$ cat src/rtl/dmem_port_arbiter.sv
// Shares one data-memory port between requester A (priority) and B (debug/loader).
// Optional statistics counters: define DMEM_ARB_STATS_EN.
module dmem_port_arbiter #(
    parameter int DBITS        = 32,
    parameter int STARVE_LIMIT = 4
`ifdef DMEM_ARB_STATS_EN
    ,
    parameter int CNT_BITS     = 16
`endif
) (
    input  logic             i_clk,
    input  logic             i_reset,
    input  logic             i_a_req,
    input  logic             i_a_we,
    input  logic [DBITS-1:0] i_a_addr,
    input  logic [DBITS-1:0] i_a_wdata,
    output logic             o_a_gnt,
    output logic             o_a_rvalid,
    output logic [DBITS-1:0] o_a_rdata,
    input  logic             i_b_req,
    input  logic             i_b_we,
    input  logic [DBITS-1:0] i_b_addr,
    input  logic [DBITS-1:0] i_b_wdata,
    input  logic             i_b_lock,
    output logic             o_b_gnt,
    output logic             o_b_rvalid,
    output logic [DBITS-1:0] o_b_rdata,
`ifdef DMEM_ARB_STATS_EN
    output logic [CNT_BITS-1:0] o_stat_a_cnt,
    output logic [CNT_BITS-1:0] o_stat_b_cnt,
    output logic [CNT_BITS-1:0] o_stat_conflict_cnt,
`endif
    output logic             o_mem_en,
    output logic             o_mem_we,
    output logic [DBITS-1:0] o_mem_addr,
    output logic [DBITS-1:0] o_mem_wdata,
    input  logic [DBITS-1:0] i_mem_rdata
);

    localparam logic [0:0] S_IDLE   = 1'b0;
    localparam logic [0:0] S_LOCK_B = 1'b1;

    localparam logic [1:0] OWN_NONE = 2'd0;
    localparam logic [1:0] OWN_A    = 2'd1;
    localparam logic [1:0] OWN_B    = 2'd2;

    localparam int SC_W = $clog2(STARVE_LIMIT + 1);
    localparam logic [SC_W-1:0] SC_MAX = SC_W'(STARVE_LIMIT);

    logic [0:0]      r_state;
    logic [SC_W-1:0] r_starve_cnt;
    logic [1:0]      r_rd_owner;
    logic [DBITS-1:0] r_a_rdata;
    logic [DBITS-1:0] r_b_rdata;

    logic w_locked;
    logic w_a_gnt;
    logic w_b_gnt;
    logic w_a_rvalid;
    logic w_b_rvalid;

    // Lock only holds while b_lock stays high; the release cycle arbitrates normally.
    assign w_locked = (r_state == S_LOCK_B) && i_b_lock;

    always_comb begin
        w_a_gnt = 1'b0;
        w_b_gnt = 1'b0;
        if (!i_reset) begin
            if (w_locked) begin
                w_b_gnt = i_b_req;
            end else if (i_a_req && i_b_req) begin
                if (r_starve_cnt == SC_MAX) w_b_gnt = 1'b1;
                else                        w_a_gnt = 1'b1;
            end else begin
                w_a_gnt = i_a_req;
                w_b_gnt = i_b_req;
            end
        end
    end

    always_comb begin
        o_mem_we    = 1'b0;
        o_mem_addr  = '0;
        o_mem_wdata = '0;
        if (w_a_gnt) begin
            o_mem_we    = i_a_we;
            o_mem_addr  = i_a_addr;
            o_mem_wdata = i_a_wdata;
        end else if (w_b_gnt) begin
            o_mem_we    = i_b_we;
            o_mem_addr  = i_b_addr;
            o_mem_wdata = i_b_wdata;
        end
    end

    assign o_mem_en = w_a_gnt | w_b_gnt;
    assign o_a_gnt  = w_a_gnt;
    assign o_b_gnt  = w_b_gnt;

    always_ff @(posedge i_clk) begin
        if (i_reset) begin
            r_state      <= S_IDLE;
            r_starve_cnt <= '0;
        end else begin
            if (w_b_gnt && i_b_lock)
                r_state <= S_LOCK_B;
            else if (!w_locked)
                r_state <= S_IDLE;
            if (w_b_gnt || !i_b_req)
                r_starve_cnt <= '0;
            else if (r_starve_cnt != SC_MAX)
                r_starve_cnt <= r_starve_cnt + 1'b1;
        end
    end

    always_ff @(posedge i_clk) begin
        if (i_reset) begin
            r_rd_owner <= OWN_NONE;
        end else if (w_a_gnt && !i_a_we) begin
            r_rd_owner <= OWN_A;
        end else if (w_b_gnt && !i_b_we) begin
            r_rd_owner <= OWN_B;
        end else begin
            r_rd_owner <= OWN_NONE;
        end
    end

    assign w_a_rvalid = !i_reset && (r_rd_owner == OWN_A);
    assign w_b_rvalid = !i_reset && (r_rd_owner == OWN_B);

    // Read data is passed straight through on its valid cycle and held afterwards.
    always_ff @(posedge i_clk) begin
        if (i_reset) begin
            r_a_rdata <= '0;
            r_b_rdata <= '0;
        end else begin
            if (w_a_rvalid) r_a_rdata <= i_mem_rdata;
            if (w_b_rvalid) r_b_rdata <= i_mem_rdata;
        end
    end

    assign o_a_rvalid = w_a_rvalid;
    assign o_b_rvalid = w_b_rvalid;
    assign o_a_rdata  = w_a_rvalid ? i_mem_rdata : r_a_rdata;
    assign o_b_rdata  = w_b_rvalid ? i_mem_rdata : r_b_rdata;

`ifdef DMEM_ARB_STATS_EN
    logic [CNT_BITS-1:0] r_stat_a;
    logic [CNT_BITS-1:0] r_stat_b;
    logic [CNT_BITS-1:0] r_stat_c;

    always_ff @(posedge i_clk) begin
        if (i_reset) begin
            r_stat_a <= '0;
            r_stat_b <= '0;
            r_stat_c <= '0;
        end else begin
            if (w_a_gnt && r_stat_a != '1)
                r_stat_a <= r_stat_a + 1'b1;
            if (w_b_gnt && r_stat_b != '1)
                r_stat_b <= r_stat_b + 1'b1;
            if (i_a_req && i_b_req && r_stat_c != '1)
                r_stat_c <= r_stat_c + 1'b1;
        end
    end

    assign o_stat_a_cnt        = r_stat_a;
    assign o_stat_b_cnt        = r_stat_b;
    assign o_stat_conflict_cnt = r_stat_c;
`endif

endmodule
$ cat config.mk
export PLATFORM = sky130hd
export DESIGN_NAME = dmem_port_arbiter
export DESIGN_NICKNAME = d
export VERILOG_FILES = /design/src/rtl/dmem_port_arbiter.sv
export SDC_FILE = /design/constraint.sdc
export NUM_CORES = 1
export LEC_CHECK = 0
export CAP_MARGIN = 0
export CORE_AREA = 2 2 118 120
export DETAILED_ROUTE_END_ITERATION = 8
export DIE_AREA = 0 0 120 122
export GPL_TIMING_DRIVEN = 0
export PLACE_DENSITY = 0.73
export SLEW_MARGIN = 20
export SYNTH_ARGS = -nofsm -noshare
export SYNTH_HDL_FRONTEND = slang
export SYNTH_SLANG_ARGS = --single-unit
$ cat constraint.sdc
create_clock -name i_clk -period 2.1 [get_ports i_clk]
set_clock_uncertainty 0.1 [all_clocks]
set_input_delay 0.315 -clock i_clk [delete_from_list [all_inputs] [get_ports i_clk]]
set_output_delay 0.315 -clock i_clk [all_outputs]
set_load 0.02 [all_outputs]
==> impl_metrics.yaml, run 1 <==
outcome:
  status: "complete, but fails checks"
  violations: "setup timing"
placed_design:
  dp.cells: 878
  dp_hpwl_mm: 13.0
  gp_congestion: 0.881
  dpl-instance-area_mm2: 0.00733
  io_buffers: 300
  place_ws_ps: -1020
critical_path:
  critPathRequiredTime_ps: 1680
  cp-end-kind: "output port"
  worst_setup_path_start_kind: "register"
  arrival_ps: 1790
  setup.worst_path.class: "register to output port"
  cp_max_fo: 5
sta:
  timing.fmax_mhz: 453
  fin_crit_sh: 1.05
  layout_min_cycle_time_ps: 2210
  slew_viol_final: 0
  setup_viol: 89
  worst_pin_slew_ps: 494
  fin_setup_tns_ps: -3550
  worst_hold_slack_ps: 408
  slew_headroom: 0.671
  finalHoldViolCount: 0
  rsz0062_at_grt: "yes"
  fin_ws_ps: -108
synthesis:
  yosys_warnings: 0
  synth-simple-area-share: 0.240
  synth_area_leaders: "dfxtp_1 (34%), a32o_1 (16%), mux2_2 (15%), nor2b_1 (13%), and2b_1 (8.1%)"
  yosysUniqueCellTypes: 27
  synthMuxAreaShare: 0.186
  ys_seq_area_frac: 0.342
  synth_xor_area_frac: 0
  ys_ff_latch: 70
  synth_area_per_cell_um2: 10.3
  synth_nets: 567
  synth-compound-area-share: 0.168
  synth_area_mm2: 0.00410
  synth_cells: 398
  synth_top_area_frac: 0.342
  synth_fa_ha_area_frac: 0.00610
  synth_top_cell_by_area: "dfxtp_1"
  synth_top_family_by_area: "simple AND/OR/NAND/NOR gates"
drt:
  ant_nets: 0
  drc: 0
  drt_wl_total_mm: 18.0
  wl_per_cell_um: 19.2
  vias: 4573
  firstDrtPassIters: 4
  drt-vias-per-instance: 4.87
  first_iter_violations: 136
die:
  coreArea_mm2: 0.0135
  start_util: 0.304
  die_h_um: 122
  rows: 43
  die_area_mm2: 0.0146
  fp.dieW_um: 120
  ios: 301
hold_path:
  hold_path.class: "input pin to register"
clock_network:
  cts_tree: "yes"
  cts_sinks: 70
  htreeDepth: 3
  insertion_delay_ps: 330
  root_buffer: "clkbuf_16"
  numCtsBuffers: 9
  path_clk_slew_ps: 50
  cts-hold-fix-buffers: 0
  clock_path_buffers: 2
run:
  cap_violations: 0
finish:
  drive_gt1_frac: 0.478
  final_nets: 923
  fillers: 1054
  fin_cells: 939
  syn2layout_area_growth_pct: 116
  final_area_mm2: 0.00884
  insertedDiodeCount: 0
  seq_area_mm2: 0.00141
  multi_input_area_mm2: 0.00274
  finish.utilization: 0.655
global_routing:
  grt_first_pass_wirelength_mm: 24.9
  first_global_vias: 4643
  overflow: 0
  grt_antenna_before_repair: 1
  grt_start_max_net_pins: 12
  track_usage: 0.219
power_and_ir_drop:
  total_power_mw: 4.47
  ir_drop_v: 0.000364
  powerDensity_mw_per_mm2: 505
  leakagePower_nw: 4.16
layout make-up:
cell class	instances	area share
Timing Repair Buffer	349	0.418
Multi-Input combinational cell	284	0.310
Sequential cell	70	0.159
Buffer	38	0.0470
Clock buffer	13	0.0294
Tap cell	180	0.0255
Clock inverter	3	0.0102
Inverter	2	0.000849
synth_stat cells:
| master | instances |
|---|---|
| nor2_1 | 4 |
| buf_6 | 6 |
| clkbuf_1 | 22 |
| o21ai_0 | 1 |
| buf_1 | 1 |
| ha_1 | 2 |
| a21boi_0 | 1 |
| mux2_2 | 55 |
| a21bo_2 | 1 |
| mux2_4 | 9 |
| inv_1 | 2 |
| nor3_1 | 3 |
| nor2b_1 | 87 |
| a32o_1 | 65 |
| and3_1 | 1 |
| dfxtp_1 | 70 |
| and2b_1 | 44 |
| nor3b_1 | 1 |
| nand2_1 | 2 |
| nor3b_4 | 2 |
| buf_2 | 10 |
| a21oi_1 | 1 |
| nand3b_1 | 2 |
| a31oi_2 | 1 |
| nand2b_1 | 1 |
| buf_4 | 3 |
| mux2i_1 | 1 |
path summary, 6_finish.rpt:
kind / from / endpoint / slack (ps) / cells after the start
setup reg to reg: r_rd_owner[0]$_SDFF_PP0_ / r_a_rdata[5]$_SDFF_PP0_ / 290 / 8
hold / removal: i_b_lock / r_state$_SDFFE_PP0P_ / 410 / 3
hold reg to reg: r_starve_cnt[0]$_SDFFE_PP0P_ / r_starve_cnt[0]$_SDFFE_PP0P_ / 430 / 2
setup / recovery: r_rd_owner[0]$_SDFF_PP0_ / o_a_rdata[5] / -110 / 7
critical path, stage by stage, from the launching register on:
cell	delay, ps
dfxtp_2	350
nor3b_4	190
buf_6	160
buf_8	130
buf_8	120
buf_6	90
mux2_4	290
buf_6	130
layer usage:
metal / routed length (µm) / GRT usage / up-vias / share of wire
li1: - / - / 2162 / -
met1: 6750 / 0.239 / 2156 / 0.37
met2: 9120 / 0.388 / 216 / 0.51
met3: 1600 / 0.0768 / 37 / 0.089
met4: 550 / 0.0860 / 2 / 0.030
met5: 13 / 0 / - / 0.00072
logic make-up (layout without fill, tap and decap cells):
logic type,count (synthesis),count (layout)
fa+ha+maj,2,2
compound gates,70,70
simple gates,147,147
mux,65,65
flops,70,70
buf+inv,44,405
where the power goes:
group | internal, mW | switching, mW | leakage (nW)
combinational | 0.800 | 0.542 | 3.42
sequential | 1.35 | 0.00886 | 0.568
clock | 1.23 | 0.540 | 0.170
total | 3.38 | 1.09 | 4.16
state kept, by name (all words and copies together) (netlist names):
| signal | count |
|---|---|
| r_b_rdata | 32 |
| r_a_rdata | 32 |
| r_state | 1 |
| r_starve_cnt | 3 |
| r_rd_owner | 2 |
layout by cell type, fill, tap and decap left out, types with 16 or more instances in the layout:
cell	n
mux2_4	44
clkbuf_16	19
buf_6	122
a32o_2	53
dfxtp_1	65
nor2b_1	85
and2b_1	44
buf_4	32
clkdlybuf4s50_1	162
mux2_2	20
buf_2	16
timing repair:
item / CTS / global route
setup endpoints to repair: 134 / 131
buffers inserted: 19 / 15
gates resized for setup: 761 / 217
pin swaps: 21 / 42
cloned: 5 / 11
No activity file was read; power rests on OpenSTA's default activity.
==> run 2: changes to the inputs <==
Settings changed: ABC_CLOCK_PERIOD_IN_PS from default to 2100, CORE_AREA 2 2 118 120 to default, CORE_ASPECT_RATIO from default to 1.1, CORE_MARGIN from default to 2, CORE_UTILIZATION from default to 28, DIE_AREA 0 0 120 122 to default, PLACE_DENSITY 0.73 to 0.68.
==> run 2 against run 1 <==
Compared with the run above: the run still ends with setup timing left; final cell count increased by 0.96%; die area increased by 6.8%; first-iteration DRC count increased by 34%; via count increased by 0.44%; non-clock buffer count decreased by 5; sequential cell count unchanged; largest cell class unchanged; highest routed layer is now met4.
==> impl_metrics.yaml, run 2 (synthesis results as in run 1) <==
outcome:
  status: "complete, but fails checks"
  violations: "setup timing"
critical_path:
  rrSetupSlack_ps: 420
  arrival_ps: 1790
  setup.worst_path.class: "register to output port"
  regToRegStartpoint: "r_rd_owner[0]$_SDFF_PP0_"
  critPathRequiredTime_ps: 1680
  worst_setup_path_start_kind: "register"
  cp-end-kind: "output port"
  cp_max_fo: 10
  reg2reg_to: "r_a_rdata[11]$_SDFF_PP0_"
  reg2reg_depth: 6
finish:
  drive_gt1_frac: 0.475
  reg.largest.list: "r_a_rdata: 32 flops, r_b_rdata: 32 flops, r_starve_cnt: 3 flops"
  layout_common_cells: "clkdlybuf4s50_1 (162), buf_6 (147), nor2b_1 (86)"
  syn2layout_area_growth_pct: 117
  layout_commonest_cell: "clkdlybuf4s50_1"
  final_nets: 918
  final_area_mm2: 0.00891
power_and_ir_drop:
  powerDensity_mw_per_mm2: 476
  ir_drop_v: 0.000352
  leakagePower_nw: 4.11
  switching_share: 0.264
  internal_power_mw: 3.12
  total_power_mw: 4.24
  power_switching_mw: 1.12
  p_clk_frac: 0.360
  pwr-share-comb: 0.319
  seqPwrFrac: 0.321
run:
  cap_violations: 0
hold_path:
  holdPathEnd: "r_state$_SDFFE_PP0P_"
  whs_path_depth: 3
  hold_path.class: "input pin to register"
  hp-start: "i_b_lock"
clock_network:
  path_clk_slew_ps: 60
  insertion_delay_ps: 330
  cts-hold-fix-buffers: 0
  clock_path_buffers: 2
  numCtsBuffers: 9
  htreeDepth: 3
  cts_tree: "yes"
  root_buffer: "clkbuf_16"
  cts_sinks: 70
placed_design:
  io_buffers: 300
  gp_congestion: 0.837
  dp_hpwl_mm: 12.8
  dpl-instance-area_mm2: 0.00734
global_routing:
  overflow: 0
  grt_start_max_net_pins: 14
  track_usage: 0.209
  first_global_vias: 4698
  grt_antenna_before_repair: 2
  grt_first_pass_wirelength_mm: 25.6
sta:
  rsz0062_at_grt: "yes"
  fin_setup_tns_ps: -2880
  slew_headroom: 0.694
  fin_crit_sh: 1.05
  layout_min_cycle_time_ps: 2210
  worst_hold_slack_ps: 393
  finalHoldViolCount: 0
  fin_ws_ps: -110
  setup_viol: 61
  timing.fmax_mhz: 453
  slew_viol_final: 0
  worst_pin_slew_ps: 458
drt:
  wl_per_cell_um: 18.8
  drt_wl_total_mm: 17.8
  first_iter_violations: 182
  firstDrtPassIters: 4
  drc: 0
  drt-vias-per-instance: 4.84
  vias: 4593
  ant_nets: 0
die:
  start_util: 0.285
  coreArea_mm2: 0.0144
  die_area_mm2: 0.0156
  fp.dieW_um: 119
  rows: 46
  die_h_um: 131
  ios: 301
[run 2: how the worst max path moves through the flow]
stage                                       from       endpoint  slack (ps)  cells after the start
floorplan           r_starve_cnt[0]$_SDFFE_PP0P_        o_a_gnt         140                      6
global placement                         i_reset  o_mem_addr[9]       -1180                      7
detailed placement                       i_reset  o_mem_addr[9]       -1130                      7
CTS                     r_rd_owner[1]$_SDFF_PP0_  o_b_rdata[23]        -120                      5
global route        r_starve_cnt[1]$_SDFFE_PP0P_  o_mem_addr[9]        -160                      7
finish              r_starve_cnt[1]$_SDFFE_PP0P_  o_mem_addr[7]        -110                      8
[run 2: per-layer routing]
metal / global-route usage / part of all wire
met5: 0 / 0
met4: 0.0588 / 0.016
met3: 0.0582 / 0.071
met2: 0.395 / 0.53
met1: 0.231 / 0.39
[run 2: repair_timing]
action	CTS	global route
cloned	13	4
setup buffers	20	7
resized for setup	867	154
setup endpoints to repair	134	131
pin swaps	67	36
[run 2: metrics by stage]
stage / cells / setup slack (ps) / util
final: 948 / -110 / 0.619
after global routing: 947 / -159 / 0.619
after CTS: 939 / -120 / 0.589
after detailed placement: 890 / -1130 / 0.510
after global placement: 890 / -1180 / 0.510
after floorplan: 398 / 143 / -
[run 2: power groups by stage]
stage	registers [mW]	logic, mW	clock network, mW
global placement	1.39	1.10	0
global route	1.36	1.43	1.61
finish	1.36	1.35	1.52
floorplan	1.39	0.471	0
CTS	1.36	1.29	1.56
detailed placement	1.39	1.11	0
[run 2: worst max-delay path, cell delays in order, from the launching register on]
cell and delay, ps:
dfxtp_2 330, inv_2 40, ha_4 170, nand2_2 80, nand2_4 80, buf_12 170
clkbuf_16 160, a32o_2 290, buf_6 130
[run 2: cell type report]
cell class | instances | area (µm²)
Clock inverter | 6 | 70.1
Timing Repair Buffer | 342 | 3730
Inverter | 2 | 7.51
Antenna cell | 2 | 5.00
Multi-Input combinational cell | 284 | 2780
Tap cell | 192 | 240
Clock buffer | 10 | 239
Buffer | 40 | 433
Fill cell | 1158 | 5480
Sequential cell | 70 | 1410
